File: src/rtl/uart_rx_fifo.sv
// uart_rx_fifo: UART receiver (start + DATA_BITS + [parity] + stop) feeding a
// show-ahead receive FIFO with valid/ready output and one-cycle error pulses.
// Optional feature macro: UART_RX_PARITY_EN adds the PARITY state and check;
// without it parity_err is tied low and PARITY_ODD has no effect.
// rx_state exposes the receiver FSM state (IDLE=0, START=1, DATA=2,
// PARITY=3, STOP=4) for observation.
//
// Output handshake: a word transfers on every rising sys_clk edge where
// rx_valid && rx_ready; rx_valid never depends combinationally on rx_ready,
// and rx_data stays stable while rx_valid is high until that transfer.
module uart_rx_fifo #(
    parameter int CLK_FREQ   = 50000000,
    parameter int UART_BPS   = 9600,
    parameter int DATA_BITS  = 8,
    parameter int FIFO_DEPTH = 16,
    parameter int PARITY_ODD = 0
) (
    input  logic                          sys_clk,
    input  logic                          sys_rst,
    input  logic                          uart_rxd,
    output logic [DATA_BITS-1:0]          rx_data,
    output logic                          rx_valid,
    input  logic                          rx_ready,
    output logic [$clog2(FIFO_DEPTH):0]   rx_count,
    output logic                          frame_err,
    output logic                          parity_err,
    output logic                          overrun,
    output logic [2:0]                    rx_state
);

    localparam int BPS_CNT = CLK_FREQ / UART_BPS;
    localparam int CW      = $clog2(BPS_CNT);
    localparam int BW      = $clog2(DATA_BITS + 1);
    localparam int AW      = $clog2(FIFO_DEPTH);

    localparam logic [CW-1:0] CNT_MID   = CW'(BPS_CNT / 2);
    localparam logic [CW-1:0] CNT_LAST  = CW'(BPS_CNT - 1);
    localparam logic [BW-1:0] BITS_LAST = BW'(DATA_BITS);
    localparam logic [AW:0]   DEPTH_C   = (AW+1)'(FIFO_DEPTH);
    localparam logic          PAR_ODD   = (PARITY_ODD != 0);

    typedef enum logic [2:0] {
        ST_IDLE   = 3'd0,
        ST_START  = 3'd1,
        ST_DATA   = 3'd2,
`ifdef UART_RX_PARITY_EN
        ST_PARITY = 3'd3,
`endif
        ST_STOP   = 3'd4
    } state_t;

    state_t                 state;
    logic [1:0]             sync_q;
    logic                   line;
    logic                   line_prev;
    logic [CW-1:0]          clk_cnt;
    logic [BW-1:0]          bit_cnt;
    logic [DATA_BITS-1:0]   shreg;
    logic                   par_bad;

    logic                   start_det;
    logic                   mid;
    logic                   wrap;
    logic                   stop_mid;
    logic                   full;
    logic                   pop;
    logic                   push;

    logic [DATA_BITS-1:0]   mem [FIFO_DEPTH];
    logic [AW-1:0]          wr_ptr;
    logic [AW-1:0]          rd_ptr;
    logic [AW-1:0]          rd_nxt;
    logic [AW:0]            count_nxt;
    logic                   head_new;

    assign line      = sync_q[1];
    assign start_det = line_prev & ~line;
    assign mid       = (clk_cnt == CNT_MID);
    assign wrap      = (clk_cnt == CNT_LAST);
    assign stop_mid  = (state == ST_STOP) && mid;
    assign full      = (rx_count == DEPTH_C);
    assign pop       = rx_valid & rx_ready;
    assign push      = stop_mid & line & ~par_bad & (~full | pop);
    assign rx_state  = state;

`ifndef UART_RX_PARITY_EN
    logic unused_cfg;
    assign unused_cfg = PAR_ODD;
    assign par_bad    = 1'b0;
    assign parity_err = 1'b0;
`endif

    // Two-flop synchroniser plus one history bit for falling-edge detection.
    always_ff @(posedge sys_clk) begin
        if (sys_rst) begin
            sync_q    <= 2'b11;
            line_prev <= 1'b1;
        end else begin
            sync_q    <= {sync_q[0], uart_rxd};
            line_prev <= sync_q[1];
        end
    end

    // Receiver FSM: baud counting, mid-bit sampling and registered error pulses.
    always_ff @(posedge sys_clk) begin
        if (sys_rst) begin
            state     <= ST_IDLE;
            clk_cnt   <= '0;
            bit_cnt   <= '0;
            shreg     <= '0;
            frame_err <= 1'b0;
            overrun   <= 1'b0;
`ifdef UART_RX_PARITY_EN
            par_bad    <= 1'b0;
            parity_err <= 1'b0;
`endif
        end else begin
            frame_err <= stop_mid & ~line;
            overrun   <= stop_mid & line & ~par_bad & full & ~pop;
`ifdef UART_RX_PARITY_EN
            parity_err <= stop_mid & line & par_bad;
`endif
            clk_cnt <= wrap ? '0 : clk_cnt + CW'(1);
            case (state)
                ST_IDLE: begin
                    clk_cnt <= '0;
                    bit_cnt <= '0;
                    if (start_det) state <= ST_START;
                end
                ST_START: begin
                    // A line back high at mid-bit was only a glitch.
                    if (mid && line) begin
                        state   <= ST_IDLE;
                        clk_cnt <= '0;
                    end else if (wrap) begin
                        state <= ST_DATA;
                    end
                end
                ST_DATA: begin
                    if (mid) begin
                        shreg   <= {line, shreg[DATA_BITS-1:1]};
                        bit_cnt <= bit_cnt + BW'(1);
                    end
                    if (wrap && bit_cnt == BITS_LAST) begin
`ifdef UART_RX_PARITY_EN
                        state <= ST_PARITY;
`else
                        state <= ST_STOP;
`endif
                    end
                end
`ifdef UART_RX_PARITY_EN
                ST_PARITY: begin
                    if (mid) par_bad <= (^shreg) ^ line ^ PAR_ODD;
                    if (wrap) state <= ST_STOP;
                end
`endif
                ST_STOP: begin
                    // Leave at mid stop bit so a following start edge is seen.
                    if (mid) begin
                        state   <= ST_IDLE;
                        clk_cnt <= '0;
                    end
                end
                default: state <= ST_IDLE;
            endcase
        end
    end

    // Next occupancy, next read pointer, and whether the head becomes the pushed word.
    always_comb begin
        count_nxt = rx_count;
        if (push && !pop) count_nxt = rx_count + (AW+1)'(1);
        if (pop && !push) count_nxt = rx_count - (AW+1)'(1);
        rd_nxt   = pop ? rd_ptr + AW'(1) : rd_ptr;
        head_new = (rx_count == '0) || (pop && rx_count == (AW+1)'(1));
    end

    // FIFO storage write port.
    always_ff @(posedge sys_clk) begin
        if (push) mem[wr_ptr] <= shreg;
    end

    // FIFO pointers, occupancy and registered show-ahead head word.
    always_ff @(posedge sys_clk) begin
        if (sys_rst) begin
            wr_ptr   <= '0;
            rd_ptr   <= '0;
            rx_count <= '0;
            rx_valid <= 1'b0;
            rx_data  <= '0;
        end else begin
            if (push) wr_ptr <= wr_ptr + AW'(1);
            rd_ptr   <= rd_nxt;
            rx_count <= count_nxt;
            rx_valid <= (count_nxt != '0);
            if (count_nxt != '0) begin
                rx_data <= head_new ? shreg : mem[rd_nxt];
            end
        end
    end

endmodule
File: config.mk
export PLATFORM = sky130hd
export DESIGN_NAME = uart_rx_fifo
export DESIGN_NICKNAME = d
export VERILOG_FILES = /design/src/rtl/uart_rx_fifo.sv
export SDC_FILE = /design/constraint.sdc
export NUM_CORES = 1
export LEC_CHECK = 0
export ABC_AREA = 1
export CAP_MARGIN = 40
export CORE_UTILIZATION = 45
export DETAILED_ROUTE_END_ITERATION = 10
export GPL_TIMING_DRIVEN = 1
export PLACE_DENSITY = 0.69
export REMOVE_ABC_BUFFERS = 1
export SETUP_SLACK_MARGIN = 0.02
export SLEW_MARGIN = 40
export SYNTH_ARGS = -nofsm -noshare
export SYNTH_HDL_FRONTEND = slang
export SYNTH_SLANG_ARGS = --single-unit
export TNS_END_PERCENT = 10
File: constraint.sdc
create_clock -name sys_clk -period 6.6 [get_ports sys_clk]
set_clock_uncertainty 0.2 [all_clocks]
set_input_delay 1.65 -clock sys_clk [delete_from_list [all_inputs] [get_ports sys_clk]]
set_output_delay 1.65 -clock sys_clk [all_outputs]
set_load 0.005 [all_outputs]
======== Word level (Yosys, flattened, before mapping) ========
Memories as Yosys holds them, arrays and structs flattened.
Cells that the tools add are included.
operators by class
  add/subtract/negate cells ............... 6
  equal/unequal tests ..................... 13
  mux-type cells .......................... 18
  bitwise operators ....................... 11
  reduce and logical (&&, ||, !) cells .... 16
operator list
  kind                   count
  $mux 13                3
  $pmux 13 s3            1
  $mux 3                 5
  $add 13x1->13 const B  1
  $eq 13x12->1 const B   1
  $eq 13x13->1 const B   1
  $add 4x1->4 const B    3
  $pmux 3 s4             1
  $mux 5                 2
  $mux 4                 2
  $mux 8                 1
  $ne 2x2->1 const B     4
  $pmux 4 s2             1
  $and 1x1->1            7
  $logic_and 1x1->1      6
  $add 5x1->5 const B    1
  $eq 5x1->1 const B     1
  $eq 5x5->1 const B     1
  $logic_not 5->1        1
  $reduce_bool 5->1      1
  $sub 5x1->5 const B    1
  $eq 4x4->1 const B     1
  $reduce_and 2->1       2
  $reduce_and 4->1       1
  11 further kinds       15
word-level totals
  bits in registers ....................... 55
  RAM bits ................................ 128
  bits of input ports ..................... 4
  output and inout port bits .............. 20
  logic and storage cells ................. 78
  memories ................................ 1
memory list
  name  words  width  rd ports  clocked after Yosys merged registers in  wr ports  line  source
  mem   16     8      1         0                                        1         69    logic [DATA_BITS-1:0] mem [FIFO_DEPTH];

======== Depth between registers and ports, before layout ========
Gate-level depths: netlist of run 1.
  depth after elaboration ................. 8
  gate-level depth with buffers ........... 17
  gate-level depth less buffers ........... 17

======== Worst setup path before layout of run 1 ========
No wires, ideal clock.
  path type ............................... in2reg
  start ................................... input rx_ready
  end ..................................... memory mem[3][0], enable pin
  setup time .............................. 0.370 ns
  arrival ................................. 2.698 ns
  required time ........................... 6.030 ns
  path slack .............................. 3.332 ns
  stages .................................. 6
  buffers on the path ..................... 0
  cells stage by stage .................... nand2_4 > nand4_1 > inv_1 > nor2_4 > nand3_1 > nor2_1
on the way
  longest elaborated chain between the ends .. 5
RTL lines
  what                          line  source
  from (decl)                   23    input logic rx_ready,
  $and 1x1->1                   82    assign pop = rx_valid & rx_ready;
  $or 1x1->1                    83    assign push = stop_mid & line & ~par_bad & (~full | pop);
  $and 1x1->1                   83
  $mux 1                        181   if (push) mem[wr_ptr] <= shreg;
  $mux 1 (implied by the code)  181
  to (decl)                     69
Every way passes these cells.

======== Worst setup path in the final report of run 1 ========
  start ................................... input rx_ready
  end ..................................... register rx_data[4]
on the way
  longest elaborated chain between the ends .. 7
  elaborated cells between the ends (all ways) .. 15
  classes of those cells .................. mux (4); bitwise (3); reduce/logical (7); memory (1)
RTL lines
  what                                                                  line  source
  $and 1x1->1 (*)                                                       82
  parallel branches: the longest is 6 deep, another holds $mem_v2 16x8  n/a
  to (signal assigned)                                                  198   rx_data <= head_new ? shreg : mem[rd_nxt];
  to (decl)                                                             21    output logic [DATA_BITS-1:0] rx_data,
Mark *: on every way between the ends.
A chain may end at the register's enable or synchronous reset.

==> tab_implementation.tex, run 1 <==
\begin{tabular}{lr}
\hline
Metric & Value \\
\hline
\multicolumn{2}{l}{\textbf{Run status}} \\
Status & finished clean \\
\multicolumn{2}{l}{\textbf{Timing}} \\
Post-route setup TNS & 0 ns \\
Highest clock frequency the design can meet & 225 MHz \\
Crit path time final & 4.44 ns \\
Normalized max-slew margin & 42.2\% \\
Period Utilization, post-route & 67.3\% \\
Final setup violation count & 0 \\
Setup repair after global routing missed its margin & false \\
Slew at the pin closest to its max-slew limit & 0.866 ns \\
Total count of max-transition violations in the final report & 0 \\
Final Hold Fails & 0 \\
\multicolumn{2}{l}{\textbf{Global routing}} \\
GRT overflow & 0 \\
Number of global-route vias before repair & between 5,000 and 6,000 \\
Largest net degree at the start of global routing & 37 \\
Number of antenna violations at the first check in global routing & 0 \\
GRT Resource Usage Total & 21.1\% \\
Global-route wire length before repair & slightly below 30 mm \\
\multicolumn{2}{l}{\textbf{Logic synthesis}} \\
Post-synth cell types & 46 \\
YS warnings & 0 \\
Post-synthesis register bit count & roughly 180 \\
Most frequent cells after synthesis & sky130\_fd\_sc\_hd\_\_edfxtp\_1 (128), sky130\_fd\_sc\_hd\_\_nand2\_1 (88), sky130\_fd\_sc\_hd\_\_nor2\_1 (87), sky130\_fd\_sc\_hd\_\_inv\_1 (84), sky130\_fd\_sc\_hd\_\_a21oi\_1 (79) \\
Seq/Total Area, Yosys & between 60\% and 70\% \\
Post-synthesis instance area & 8140 µm² \\
Proportion of synthesized flip-flops having asynchronous set or reset & 0\% \\
Share of the synthesized area in the top cell type & between 40 and 50\% \\
Prevailing post-synth register cell & sky130\_fd\_sc\_hd\_\_edfxtp\_1 \\
Main area contributors after synthesis & sky130\_fd\_sc\_hd\_\_edfxtp\_1 (47\%), sky130\_fd\_sc\_hd\_\_dfxtp\_1 (14\%), sky130\_fd\_sc\_hd\_\_a21oi\_1 (4.9\%) \\
Number of flops mapped to enable cells by yosys & roughly 130 \\
Synthesized area divided by synthesized cell count & around 10 µm² \\
Number of standard cells after synthesis & 805 \\
Most used standard cell by instance count after synthesis & sky130\_fd\_sc\_hd\_\_edfxtp\_1 \\
Library cell occupying the most area in the post-synthesis netlist & sky130\_fd\_sc\_hd\_\_edfxtp\_1 \\
\multicolumn{2}{l}{\textbf{Drt}} \\
Final routed wirelength across all metal layers & 18.3 mm \\
Per-cell via count in the routed design & 5.36 \\
Via count & about 5,700 \\
Starting DRT DRC Count & 451 \\
Number of search-and-repair iterations in the first detailed-routing pass & 5 \\
Wire length per cell & 17.3 µm \\
Routed Antenna Nets & 0 \\
Residual DRC & 0 \\
\multicolumn{2}{l}{\textbf{Worst setup path}} \\
CP max stage delay & 0.54 ns \\
Reg-to-reg endpoint & rx\_data[4] \\
Capturing instance or port of the critical path & rx\_data[4] \\
Crit path from & rx\_ready \\
Family with the most delay on the worst path & simple AND/OR/NAND/NOR gates \\
Top cell by count, worst path & sky130\_fd\_sc\_hd\_\_nand2\_1 \\
Origin of the critical flop-to-flop path & rx\_valid \\
Crit path buffers/inverters & 3 \\
Worst Path Required & 6.73 ns \\
Cells on worst reg2reg path & 14 \\
Type of origin of the critical path & primary input \\
Setup CP Type & primary input to flop \\
Critical-path cell with the highest stage delay & sky130\_fd\_sc\_hd\_\_nand2\_2 \\
Path length in cells of the critical path & 15 \\
CP endpoint kind & flop \\
FF-to-FF setup slack & between 3 and 4 ns \\
CP max FO & 34 \\
Ordered cell list for the critical path & clkdlybuf4s50\_1, nand2\_4, inv\_4, nand2\_4, nand2\_2, buf\_4, a21oi\_1, o21ai\_0, o211ai\_1, nand3\_1, nand2\_1, nand2\_1, nand2\_1, nor2\_1, nor2\_1 \\
Critical Path AT & 4.57 ns \\
\multicolumn{2}{l}{\textbf{Clock tree}} \\
Number of resized instances in the post-cts repair step & 0 \\
Hold bufs inserted after CTS & 0 \\
TritonCTS clock tree & done \\
Clock buffer count from CTS & 17 \\
Post-CTS clock slew at the launch and capture registers of the worst setup and hold paths & $\sim$0.070 ns \\
Number of H-tree branching levels & 4 \\
Clk buf depth & 2 \\
Number of setup buffers added after CTS & 0 \\
Clock sink count & about 180 \\
Root Buffer & sky130\_fd\_sc\_hd\_\_clkbuf\_16 \\
Clk\_lat worst skew & 0.43 ns \\
\multicolumn{2}{l}{\textbf{Layout}} \\
Layout overhead on the synthesized area & 12.8\% \\
End-of-flow core utilization & 52.5\% \\
Final \#Nets & 835 \\
Fraction of final layout cells sized beyond drive strength 1 & 11.0\% \\
Number of inserted diodes & 0 \\
\multicolumn{2}{l}{\textbf{Die}} \\
Floorplan die width & 137 µm \\
Count of boundary I/O pins & 24 \\
Starting density of the core & 46.6\% \\
Die area & around 19,000 µm² \\
Area of the placeable core & 17,500 µm² \\
Total number of placement rows & 48 \\
Die Y & 137 µm \\
\multicolumn{2}{l}{\textbf{Min path}} \\
Min-delay worst type & flop to flop \\
\multicolumn{2}{l}{\textbf{Pwr}} \\
Static leakage power & 3.46 nW \\
Pwr per Cell Area & 338 nW/µm² \\
Peak supply drop & 0.237 mV \\
\multicolumn{2}{l}{\textbf{Placement}} \\
Routability cong. & 0.796 \\
\# port buffers & 22 \\
Half-perimeter wire length after placement & around 12 mm \\
\multicolumn{2}{l}{\textbf{Run}} \\
Reported max-cap violation count & 0 \\
\hline
\end{tabular}
[worst min path at each step]
stage               startpoint        end  slack, ns  cells past startpoint
floorplan            sync_q[0]  sync_q[1]       0.19                      1
global placement     sync_q[0]  sync_q[1]       0.19                      1
detailed placement   sync_q[0]  sync_q[1]       0.19                      1
CTS                  sync_q[0]  sync_q[1]       0.21                      1
global route         sync_q[0]  sync_q[1]       0.23                      1
finish               sync_q[0]  sync_q[1]       0.21                      1
[per-layer routing]
layer / track usage, % / wire length, µm
met1: 26.9 / 7980
met2: 34.5 / 8850
met3: 4.78 / 1090
met4: 8.64 / 381
met5: 0 / 0
[placed cells by master, fill, tap and decap left out, types with 6 or more instances in the layout]
cell type,Yosys,routed
sky130_fd_sc_hd__edfxtp_1,128,128
sky130_fd_sc_hd__nand2_1,88,88
sky130_fd_sc_hd__inv_1,84,84
sky130_fd_sc_hd__nor2_1,87,81
sky130_fd_sc_hd__a21oi_1,79,79
sky130_fd_sc_hd__o21ai_0,76,76
sky130_fd_sc_hd__dfxtp_1,55,52
sky130_fd_sc_hd__nand3_1,44,44
sky130_fd_sc_hd__o211ai_1,33,33
sky130_fd_sc_hd__clkdlybuf4s50_1,0,22
sky130_fd_sc_hd__clkbuf_16,0,19
sky130_fd_sc_hd__nand2_2,14,14
sky130_fd_sc_hd__nor2_2,7,13
sky130_fd_sc_hd__ha_1,13,13
sky130_fd_sc_hd__nor3_1,12,12
sky130_fd_sc_hd__inv_2,6,6
sky130_fd_sc_hd__xor2_1,6,6
[registers in the layout, summed over array words and instances, names as in the netlist]
name / count
clk_cnt: 13
line_prev: 1
shreg: 8
bit_cnt: 4
rd_ptr: 4
frame_err: 1
sync_q: 2
overrun: 1
rx_count: 5
rx_valid: 1
wr_ptr: 4
mem: 128
rx_data: 8
rx_state: 3
[per-stage QoR]
stage	std cells	cell area, µm²	power (mW)	hold slack, ns	setup WS (ns)
after floorplan	773	7990	1.81	0.189	1.90
after global placement	1024	8530	2.06	0.193	1.84
after detailed placement	1024	8530	2.06	0.194	1.79
after CTS	1056	9160	3.11	0.208	2.23
after global routing	1056	9180	3.25	0.235	1.95
final	1056	9180	3.10	0.207	2.16
[report_power, final]
| group | total [mW] | internal (mW) | switching (mW) |
|---|---|---|---|
| Combinational | 0.739 | 0.273 | 0.466 |
| Clock | 1.07 | 0.652 | 0.414 |
| Sequential | 1.30 | 1.26 | 0.0438 |
[kinds of logic (layout without fill, tap and decap cells)]
kind of cell | after synthesis | count (layout) | synth area share (%)
AOI/OAI and AO/OA | 198 | 198 | 13.4
other | 1 | 1 | 0.0461
DFF | 183 | 183 | 60.7
xor gates and xnor gates | 9 | 9 | 1.29
and+or+nand+nor | 278 | 278 | 16.4
adders and majority gates | 13 | 13 | 2.00
buffers and inverters | 123 | 149 | 6.15
[cell type report]
cell class,instances,area [µm²]
multi-input combinational,499,2720
tap,225,282
clock inverter,6,81.3
inverter,91,344
timing repair buffer,26,250
sequential,183,4950
clock buffer,26,552
fill,1575,8300
No activity file was read; power rests on OpenSTA's default activity.
==> run 2: changes to the inputs <==
- clock period: 6.6 -> 4.3 ns (I/O delays scaled with it)
==> run 2 against run 1 <==
Final cell count rose by 0.85%. Largest power group unchanged. First-iteration DRC count grew 52%. Flip-flop and latch count is the same. Highest routed layer unchanged. Worst hold slack improved by 0.0073 ns. Count of clock-buffer cells in the layout fell by 8. Die area unchanged. Critical endpoint is now rx_data[5]. Critical path type unchanged.
==> tab_implementation.tex, run 2 (synthesized netlist as in run 1, its figures left out) <==
\begin{tabular}{lr}
\hline
Metric & Value \\
\hline
\multicolumn{2}{l}{\textbf{Drt}} \\
Residual DRC & 0 (unchanged) \\
Routed Antenna Nets & 0 (unchanged) \\
Per-cell via count in the routed design & 5.46 (+1.8\%) \\
Final routed wirelength across all metal layers & 18.8 mm (+2.9\%) \\
Number of search-and-repair iterations in the first detailed-routing pass & 5 (unchanged) \\
Via count & 5,810 (+2.7\%) \\
Starting DRT DRC Count & 686 (+52\%) \\
Wire length per cell & 17.7 µm (+2.0\%) \\
\multicolumn{2}{l}{\textbf{Clock tree}} \\
TritonCTS clock tree & done \\
Number of H-tree branching levels & 4 (unchanged) \\
Clock sink count & 183 (unchanged) \\
Clock buffer count from CTS & 17 (unchanged) \\
Root Buffer & sky130\_fd\_sc\_hd\_\_clkbuf\_16 \\
Number of setup buffers added after CTS & 0 (unchanged) \\
Hold bufs inserted after CTS & 0 (unchanged) \\
Clk buf depth & 2 (unchanged) \\
Number of resized instances in the post-cts repair step & 0 (unchanged) \\
Clk\_lat worst skew & 0.43 ns (about the same) \\
Post-CTS clock slew at the launch and capture registers of the worst setup and hold paths & 0.07 ns (about the same) \\
\multicolumn{2}{l}{\textbf{Die}} \\
Die area & 18,600 µm² (unchanged) \\
Total number of placement rows & 48 (unchanged) \\
Die Y & 137 µm (unchanged) \\
Floorplan die width & 137 µm (unchanged) \\
Count of boundary I/O pins & 24 (unchanged) \\
Area of the placeable core & 17,500 µm² (unchanged) \\
Starting density of the core & 46.6\% (unchanged) \\
\multicolumn{2}{l}{\textbf{Worst setup path}} \\
Worst Path Required & 4.47 ns (-2.26 ns) \\
Critical Path AT & 3.59 ns (-0.98 ns) \\
Setup CP Type & primary input to flop \\
Type of origin of the critical path & primary input \\
CP max FO & 20 (-41\%) \\
CP endpoint kind & flop \\
\multicolumn{2}{l}{\textbf{Timing}} \\
Normalized max-slew margin & 38.2\% (-4.0 points) \\
Slew at the pin closest to its max-slew limit & 0.926 ns (+0.0597 ns) \\
Post-route setup TNS & 0 ns (unchanged) \\
Final setup violation count & 0 (unchanged) \\
Total count of max-transition violations in the final report & 0 (unchanged) \\
Period Utilization, post-route & roughly four fifths \\
Setup repair after global routing missed its margin & false \\
Hold\_ws & 0.214 ns (+0.00733 ns) \\
Highest clock frequency the design can meet & 292 MHz \\
Final Hold Fails & 0 (unchanged) \\
Crit path time final & 3.42 ns \\
\multicolumn{2}{l}{\textbf{Min path}} \\
Min-delay worst type & flop to flop \\
\multicolumn{2}{l}{\textbf{Layout}} \\
Top register by number of flip-flops & mem \\
Number of inserted diodes & 0 (unchanged) \\
Registers with the most flip-flops & mem (128), clk\_cnt (13) \\
Layout Cells excl Fill & 1,065 (+0.85\%) \\
Top library cells by usage in the layout, fill and taps aside & sky130\_fd\_sc\_hd\_\_edfxtp\_1 (128), sky130\_fd\_sc\_hd\_\_nand2\_1 (88), sky130\_fd\_sc\_hd\_\_nor2\_1 (86), sky130\_fd\_sc\_hd\_\_inv\_1 (84), sky130\_fd\_sc\_hd\_\_a21oi\_1 (79) \\
Layout overhead on the synthesized area & 14.6\% \\
Most frequent standard cell in the layout excluding fill and tap cells & sky130\_fd\_sc\_hd\_\_edfxtp\_1 \\
Fraction of final layout cells sized beyond drive strength 1 & 11.5\% (+0.60 points) \\
Fillers & 1,531 (-2.8\%) \\
Design area & 9330 µm² (+1.6\%) \\
Flip-flop count of the largest register, all copies and words added & 128 (unchanged) \\
Final \#Nets & 844 (+1.1\%) \\
\multicolumn{2}{l}{\textbf{Placement}} \\
Half-perimeter wire length after placement & 12.0 mm (+3.7\%) \\
\# port buffers & 22 (unchanged) \\
Placed cell area & 8620 µm² (+1.0\%) \\
Routability cong. & 0.862 (+8.3\%) \\
Total placed cells including tap cells & 1,033 (+0.88\%) \\
\multicolumn{2}{l}{\textbf{Global routing}} \\
Number of antenna violations at the first check in global routing & 0 (unchanged) \\
GRT overflow & 0 (unchanged) \\
Largest net degree at the start of global routing & 98 (+160\%) \\
Number of global-route vias before repair & 5,373 (-0.67\%) \\
Global-route wire length before repair & 29.5 mm (+2.3\%) \\
GRT Resource Usage Total & 21.5\% (+0.43 points) \\
\multicolumn{2}{l}{\textbf{Pwr}} \\
Static leakage power & 3.54 nW (+2.3\%) \\
Pwr per Cell Area & 536 nW/µm² (+59\%) \\
Peak supply drop & 0.305 mV (+29\%) \\
\multicolumn{2}{l}{\textbf{Run status}} \\
Status & finished clean \\
\multicolumn{2}{l}{\textbf{Run}} \\
Reported max-cap violation count & 0 (unchanged) \\
\hline
\end{tabular}
==> run 2: report_power, final <==
group          total (mW)  internal, mW  switching [mW]
sequential           1.99          1.93          0.0617
clock                1.85          1.20           0.650
combinational        1.16         0.433           0.726
total                5.00          3.56            1.44
==> run 2: layer usage <==
metal  up-vias  GRT usage (%)  routed length, µm
li1       2819              -                  -
met1      2753           28.2               7960
met2       201           34.7               9130
met3        37           5.00               1280
met4         0           7.96                453
met5         -              0                  0
==> run 2: worst paths after layout <==
kind / start / endpoint / slack [ns] / cells past startpoint
max reg2reg: rd_ptr[0] / rx_data[5] / 1.46 / 13
max: rx_ready / rx_data[5] / 0.88 / 13
min reg2reg: sync_q[0] / sync_q[1] / 0.21 / 1
min: sync_q[0] / sync_q[1] / 0.21 / 1
==> run 2: layout make-up <==
| type | instances | area, µm² | share of cell area, % |
|---|---|---|---|
| Tap cell | 225 | 282 | 3.02 |
| Sequential cell | 183 | 4950 | 53.0 |
| Inverter | 91 | 344 | 3.69 |
| Clock buffer | 18 | 429 | 4.60 |
| Timing Repair Buffer | 35 | 338 | 3.62 |
| Multi-Input combinational cell | 499 | 2710 | 29.1 |
| Clock inverter | 14 | 278 | 2.98 |
==> run 2: critical path: stages <==
cell and delay (ns):
sky130_fd_sc_hd__clkdlybuf4s50_1 0.50, sky130_fd_sc_hd__nand2_4 0.12, sky130_fd_sc_hd__o21ai_4 0.49, sky130_fd_sc_hd__buf_8 0.25
sky130_fd_sc_hd__buf_4 0.22, sky130_fd_sc_hd__o21ai_0 0.11, sky130_fd_sc_hd__o211ai_1 0.30, sky130_fd_sc_hd__nand3_1 0.15
sky130_fd_sc_hd__nand2_1 0.10, sky130_fd_sc_hd__nand2_1 0.05, sky130_fd_sc_hd__nand2_1 0.08, sky130_fd_sc_hd__nor2_1 0.05
sky130_fd_sc_hd__nor2_1 0.09
==> run 2: per-stage QoR <==
stage / utilization (%) / setup WS (ns) / total power, mW
6_report: 53.4 / 0.881 / 5.00
5_1_grt: 53.4 / 0.772 / 5.24
4_1_cts: 53.4 / 0.886 / 5.02
3_5_place_dp: 49.3 / 0.445 / 3.17
3_3_place_gp: 49.2 / 0.372 / 3.16
2_1_floorplan: - / 0.174 / 2.78
